==> src/rtl/adc3wire_rx.sv <==
// Receive side of the ADC 3-wire config port: oversamples clk/data/strobe, mirrors good frames
// into a wishbone-readable shadow bank. Define ADC3WIRE_RX_IRQ_EN to add the sticky irq_o output.
module adc3wire_rx #(
  parameter int ADDR_BITS = 4,
  parameter int DATA_BITS = 16
) (
  input  logic        wb_clk_i,
  input  logic        wb_rst_i,
  input  logic        wb_cyc_i,
  input  logic        wb_stb_i,
  input  logic        wb_we_i,
  input  logic [3:0]  wb_sel_i,
  input  logic [31:0] wb_adr_i,
  input  logic [31:0] wb_dat_i,
  output logic [31:0] wb_dat_o,
  output logic        wb_ack_o,
  output logic        wb_err_o,
  input  logic        spi_clk,
  input  logic        spi_data,
  input  logic        spi_strobe,
  output logic        frame_valid
`ifdef ADC3WIRE_RX_IRQ_EN
  ,
  output logic        irq_o
`endif
);

  localparam int FRAME_BITS = ADDR_BITS + DATA_BITS;
  localparam int CNT_W      = $clog2(FRAME_BITS + 2);
  localparam int WORD_W     = ADDR_BITS + 4;
  localparam int DEPTH      = 2 ** ADDR_BITS;
  localparam logic [CNT_W-1:0] CNT_FULL = CNT_W'(FRAME_BITS);
  localparam logic [CNT_W-1:0] CNT_SAT  = CNT_W'(FRAME_BITS + 1);

  typedef enum logic [1:0] {IDLE, SHIFT, COMMIT} state_t;
  state_t state_q, state_d;

  logic [2:0] clk_sync, stb_sync;
  logic [1:0] dat_sync;
  logic       clk_rise, stb_fall, stb_rise, dat_smp;

  logic [FRAME_BITS-1:0] shift_q, last_q;
  logic [CNT_W-1:0]      bit_cnt;
  logic [DATA_BITS-1:0]  shadow [DEPTH];
  logic [15:0]           frame_cnt;
  logic [7:0]            err_cnt;

  logic                  req, commit, good, busy, status_wr;
  logic [WORD_W-1:0]     word;
  logic [ADDR_BITS-1:0]  shadow_idx;
  logic [31:0]           rdata;
  logic                  unused_ok;

  assign wb_err_o  = 1'b0;
  assign unused_ok = ^{wb_sel_i, wb_dat_i, wb_adr_i[31:ADDR_BITS+6], wb_adr_i[1:0]};

  // Edge flags are registered so data and edge arrive together one cycle after the sync stages.
  always_ff @(posedge wb_clk_i or posedge wb_rst_i) begin
    if (wb_rst_i) begin
      clk_sync <= '0;
      stb_sync <= '0;
      dat_sync <= '0;
      clk_rise <= 1'b0;
      stb_fall <= 1'b0;
      stb_rise <= 1'b0;
      dat_smp  <= 1'b0;
    end else begin
      clk_sync <= {clk_sync[1:0], spi_clk};
      stb_sync <= {stb_sync[1:0], spi_strobe};
      dat_sync <= {dat_sync[0], spi_data};
      clk_rise <= clk_sync[1] & ~clk_sync[2];
      stb_fall <= ~stb_sync[1] & stb_sync[2];
      stb_rise <= stb_sync[1] & ~stb_sync[2];
      dat_smp  <= dat_sync[1];
    end
  end

  always_ff @(posedge wb_clk_i or posedge wb_rst_i) begin
    if (wb_rst_i) state_q <= IDLE;
    else          state_q <= state_d;
  end

  always_comb begin
    state_d = state_q;
    case (state_q)
      IDLE:    if (stb_fall) state_d = SHIFT;
      SHIFT:   if (stb_rise) state_d = COMMIT;
      COMMIT:  state_d = IDLE;
      default: state_d = IDLE;
    endcase
  end

  assign busy      = (state_q != IDLE);
  assign commit    = (state_q == COMMIT);
  assign good      = commit && (bit_cnt == CNT_FULL);
  assign req       = wb_cyc_i & wb_stb_i & ~wb_ack_o;
  assign word      = wb_adr_i[ADDR_BITS+5:2];
  assign status_wr = req & wb_we_i & (word == WORD_W'(0));
  assign shadow_idx = ADDR_BITS'(word - WORD_W'(16));

  always_ff @(posedge wb_clk_i or posedge wb_rst_i) begin
    if (wb_rst_i) begin
      shift_q     <= '0;
      bit_cnt     <= '0;
      last_q      <= '0;
      frame_valid <= 1'b0;
      for (int unsigned i = 0; i < DEPTH; i++) shadow[i] <= '0;
    end else begin
      frame_valid <= 1'b0;
      if (state_q == IDLE && stb_fall) begin
        shift_q <= '0;
        bit_cnt <= '0;
      end else if (state_q == SHIFT && clk_rise) begin
        shift_q <= {shift_q[FRAME_BITS-2:0], dat_smp};
        if (bit_cnt != CNT_SAT) bit_cnt <= bit_cnt + 1'b1;
      end
      if (good) begin
        shadow[shift_q[FRAME_BITS-1:DATA_BITS]] <= shift_q[DATA_BITS-1:0];
        last_q      <= shift_q;
        frame_valid <= 1'b1;
      end
    end
  end

  // A STATUS write in the commit cycle wins over the increment.
  always_ff @(posedge wb_clk_i or posedge wb_rst_i) begin
    if (wb_rst_i) begin
      frame_cnt <= '0;
      err_cnt   <= '0;
    end else if (status_wr) begin
      frame_cnt <= '0;
      err_cnt   <= '0;
    end else if (good) begin
      frame_cnt <= frame_cnt + 16'd1;
    end else if (commit && err_cnt != 8'hFF) begin
      err_cnt <= err_cnt + 8'd1;
    end
  end

`ifdef ADC3WIRE_RX_IRQ_EN
  always_ff @(posedge wb_clk_i or posedge wb_rst_i) begin
    if (wb_rst_i)                                    irq_o <= 1'b0;
    else if (commit)                                 irq_o <= 1'b1;
    else if (req && wb_we_i && word == WORD_W'(2))   irq_o <= 1'b0;
  end
`endif

  always_comb begin
    rdata = '0;
    if (word == WORD_W'(0)) begin
      rdata = {frame_cnt, err_cnt, 7'b0, busy};
    end else if (word == WORD_W'(1)) begin
      rdata[FRAME_BITS-1:0] = last_q;
`ifdef ADC3WIRE_RX_IRQ_EN
    end else if (word == WORD_W'(2)) begin
      rdata[0] = irq_o;
`endif
    end else if (word >= WORD_W'(16) && word < WORD_W'(16 + DEPTH)) begin
      rdata[DATA_BITS-1:0] = shadow[shadow_idx];
    end
  end

  always_ff @(posedge wb_clk_i or posedge wb_rst_i) begin
    if (wb_rst_i) begin
      wb_ack_o <= 1'b0;
      wb_dat_o <= '0;
    end else begin
      wb_ack_o <= req;
      if (req) wb_dat_o <= rdata;
    end
  end

endmodule

==> config.mk <==
export PLATFORM = sky130hd
export DESIGN_NAME = adc3wire_rx
export DESIGN_NICKNAME = d
export VERILOG_FILES = /design/src/rtl/adc3wire_rx.sv
export SDC_FILE = /design/constraint.sdc
export NUM_CORES = 1
export LEC_CHECK = 0
export ABC_AREA = 1
export CORE_UTILIZATION = 42
export DETAILED_ROUTE_END_ITERATION = 10
export SLEW_MARGIN = 20
export SYNTH_ARGS = -nofsm -noshare
export SYNTH_HDL_FRONTEND = slang
export SYNTH_SLANG_ARGS = --single-unit
==> constraint.sdc <==
create_clock -name wb_clk_i -period 16.2 [get_ports wb_clk_i]
set_input_delay 3.24 -clock wb_clk_i [delete_from_list [all_inputs] [get_ports wb_clk_i]]
set_output_delay 3.24 -clock wb_clk_i [all_outputs]
set_load 0.02 [all_outputs]
* Word-level counts from Yosys, hierarchy flattened
Index checks and enable logic that the tools add are counted.
** Operators by class
- Add/subtract/negate cells :: 4
- $lt $le $gt $ge :: 5
- Equal/unequal tests :: 9
- Mux-type cells :: 25
- Bitwise gates (word level) :: 13
- Reductions and logical operators :: 16
** Operators by type and width (count)
- bitwise mux 256 bit :: 1
- 2-to-1 mux 16 bit :: 7
- binary-select mux 16 bit (select 4 bit) :: 1
- demux 16 bit (select 4 bit) :: 1
- 2-to-1 mux 20 bit :: 3
- 2-to-1 mux 8 bit :: 3
- adder 16 x 1 -> 16 bit (second input constant) :: 1
- 2-to-1 mux 5 bit :: 3
- 2-to-1 mux 12 bit :: 1
- greater-or-equal comparator 5 bit (second input constant) :: 2
- NOT 4 -> 5 bit :: 2
- nonzero test 2 bit :: 5
- adder 8 x 1 -> 8 bit (second input constant) :: 1
- == test 8 x 1 -> 1 bit (second input constant) :: 1
- greater-or-equal comparator 8 x 5 -> 1 bit (second input constant) :: 1
- zero test 8 bit :: 1
- less-than comparator 8 x 6 -> 1 bit (second input constant) :: 1
- != test 8 bit (second input constant) :: 1
- bitwise AND 1 bit :: 7
- logical AND 1 bit :: 6
- AND reduction 2 bit :: 3
- adder 5 x 1 -> 5 bit (second input constant) :: 1
- == test 5 bit (second input constant) :: 1
- less-than comparator 5 x 1 -> 1 bit (second input constant) :: 1
- 12 further kinds :: 17
** Storage, ports and cells
- Register bits after elaboration :: 373
- Output and inout bits :: 35

* Depth between registers and ports, before layout
- Depth after elaboration :: 8
- Mapped depth :: 14

* Worst setup path before layout
OpenSTA, ideal clock, no wires.
- Path type :: input -> register
- Start :: in wb_adr_i[3]
- End :: reg err_cnt[7]
- Setup time :: 0.116 ns
- Arrival :: 4.460 ns
- Data required time :: 16.084 ns
- Slack :: 11.624 ns
- Stages on the path :: 9
- Cell sequence :: nor2_1 > nand2_1 > nor2_4 > nand3_2 > inv_1 > buf_2 > nor2_1 > nand2_1 > nand2_1
** Between the ends
- Word-level cells in the longest chain between the ends :: 4
** Ends and longest elaborated chain
- from (decl) :: RTL line 13 : input logic [31:0] wb_adr_i,
- zero test 8 bit * :: RTL line 98 : assign status_wr = req & wb_we_i & (word == WORD_W'(0));
- bitwise AND 1 bit * :: RTL line 98
- != test 2 x 1 -> 1 bit (no source line) or nonzero test 2 bit (tied branches)
- AND reduction 2 bit (no source line)
- to (signal assigned) :: RTL line 136 : err_cnt <= err_cnt + 8'd1;
- to (decl) :: RTL line 46 : logic [7:0] err_cnt;
Every way passes the cells marked *; elsewhere a longest branch is shown, timed or not.
A chain may end at the register's enable or synchronous reset.

* Worst setup path in the final report
- Start :: in wb_adr_i[4]
- End :: reg err_cnt[4]
Same word-level chain as after synthesis.

==> impl_metrics.toml <==
[timing]
max-slew-margin-rel_pct = 30.2
fin_setup_tns_ns = 0
setup-violations-final = 0
rsz0062_at_grt = "no"
fin_crit_sh_pct = 42.0
hold_viol = 0
worstMarginPinSlew_ns = 1.04
fmax_ghz = 0.147
skew_ns = 0.0166
fin_crit_ns = 6.80
drv_slew = 0

[critical_path]
critical_path_class = "input pin to flop"
reg2reg_to = "shadow[252]"
crit_path_max_fanout = 26
crit_end = "err_cnt[4]"
cpPeakStageDelay_ns = 0.84
arrival_ns = 7.21
ff2ff_setup_slack_ns = 12.84
r2r_start = "bit_cnt[0]"
start_kind = "input pin"
cp-end-kind = "flop"
required_ns = 16.62
path_cells = "clkdlybuf4s50_1 > inv_1 > buf_4 > nand2_1 > inv_1 > nand2_1 > nor2_4 > buf_4 > nand3_2 > inv_1 > nor2_1 > nand2_1 > o21ai_0"
cp_slowest_cell = "clkdlybuf4s50_1"
crit_path_start = "wb_adr_i[4]"
reg2reg_depth = 8

[clocking]
post_cts.repair.setup_buffers = 0
cts_tree = "built"
clk_pin_slew_worst_paths_ns = 0.06
postCtsHoldBufs = 0
clkLatencyLatePin_ns = 0.56
root_buffer = "clkbuf_16"
ctsResizeCount = 0
ctsLongestPathBuffers = 3
clkSinkCount = 373
htreeDepth = 2
cts-buffers-inserted = 42

[floorplan]
rows = 72
core_um2 = 38800
die_x_um = 201
start_util_pct = 42.7
die_area_um2 = 40300
die_y_um = 201
io_pins = 111

[synthesis]
yosysUniqueCellTypes = 34
ys_warn_count = 0
synthCells = 2040
synth_area_leader_cell = "dfrtp_1"
ys_seq_elements = 373
synth_edf_count = 0
syn_area_per_cell_um2 = 8.12
yosysSeqAreaShare_pct = 56.3
synth_flop_cell = "dfrtp_1"
synthArstFlopShare_pct = 100
synth_nets = 2121
synth.most_common_cell = "nand2_1"
synth_area_um2 = 16600
netlist_top_cells_area = "dfrtp_1, nand2_1, o21ai_0"
yosys-top-cells-count = "nand2_1, dfrtp_1, o21ai_0, nand3_1, inv_1"
yosys.area.top_type_share_pct = 56.3

[drt]
drc_errors = 0
first_pass_iters = 5
ant_nets = 0
wl_mm = 44.5
vias = 13600
viasPerCell = 5.27
dr.first_iter.drc_count = 1246
wl_per_cell_um = 17.3

[final_layout]
final_cell_area_um2 = 18900
diodes = 0
stdcell_count = 2573
drive_gt1_share_pct = 5.40
syn_to_final_growth_pct = 13.8
nets = 2106

[flow_run]
drv_cap = 0

[placed_design]
port_buffers = 49
globalplace.congestion = 0.906
dpl.cell_count = 2498
dpl_cell_area_um2 = 17400
dpl.hpwl_mm = 26.0

[worst_hold_path]
hp-class = "flop to flop"

[global_route]
grt_pass1_vias = 13000
grt_pass1_wl_mm = 71.8
grt_max_degree = 147
overflow = 0
grt_usage_pct = 22.6
antenna_found_initial = 0

[outcome]
status = "finished, final reports clean"

[pwr]
cellLeakagePower_uw = 0.00847
fin_total_pwr_uw = 2100
ir_drop_uv = 60.2
pwr_density_cell_nw_per_um2 = 111
[cell usage in the layout (no fill, tap or decap), drive strengths merged, types with 27 or more instances in the layout]
| cell | n |
|---|---|
| dfrtp | 373 |
| buf | 27 |
| nand2 | 681 |
| o21ai | 337 |
| a21oi | 64 |
| clkbuf | 63 |
| inv | 127 |
| nor2 | 123 |
| clkdlybuf4s50 | 47 |
| nand3 | 134 |
[logic make-up after synthesis]
kind of cell,share of synthesized area [%]
other cells,0.0226
simple gates,23.4
buf+inv,6.14
fa+ha+maj,0.377
flops,56.3
compound gates,13.3
xor+xnor,0.423
[where the power goes]
part,internal (µW),switching [µW]
registers,949,16.2
logic,38.5,103
clock network,606,384
[through the flow]
stage	util [%]	hold WS [ns]	setup slack [ns]
after floorplan	-	0.331	2.60
after global placement	44.7	0.334	8.91
after detailed placement	44.7	0.339	8.93
after CTS	48.4	0.349	9.49
after global routing	48.6	0.360	9.12
final	48.6	0.348	9.40
[metal layers]
layer	share of wire [%]	wire length [µm]	global-route usage [%]	vias up
met5	0	0	0	-
met4	3.5	1540	8.72	0
met3	6.5	2910	3.56	85
met2	45	20200	36.0	388
met1	45	19900	31.0	6545
li1	-	-	-	6547
[layout make-up]
type | instances | area, µm²
Timing Repair Buffer | 74 | 692
Inverter | 129 | 497
Clock buffer | 63 | 1270
Clock inverter | 11 | 165
Multi-Input combinational cell | 1405 | 6250
Tap cell | 518 | 648
Fill cell | 3807 | 20000
Sequential cell | 373 | 9330
[worst min path at each step]
stage	endpoint	slack (ns)	depth (start not counted)	startpoint
finish	dat_sync[1]	0.35	0	dat_sync[0]
global route	stb_sync[1]	0.36	0	stb_sync[0]
CTS	dat_sync[1]	0.35	0	dat_sync[0]
detailed placement	clk_sync[1]	0.34	0	clk_sync[0]
global placement	stb_sync[1]	0.33	0	stb_sync[0]
floorplan	clk_sync[1]	0.33	0	clk_sync[0]
[flip-flops by register name, summed over array words and instances (netlist names)]
| register | cells |
|---|---|
| stb_rise | 1 |
| last_q | 20 |
| clk_rise | 1 |
| state_q | 2 |
| wb_ack_o | 1 |
| stb_fall | 1 |
| shadow | 256 |
| wb_dat_o | 32 |
| shift_q | 20 |
| clk_sync | 3 |
| stb_sync | 3 |
| dat_smp | 1 |
| err_cnt | 8 |
| bit_cnt | 5 |
| frame_valid | 1 |
| frame_cnt | 16 |
| dat_sync | 2 |
[worst max-delay path: cells and delay by family]
kind            cells  cell delay (ns)
buf+inv             6             2.82
simple gates        6             1.03
compound gates      1             0.08
Power figures use the tool's default switching activity.
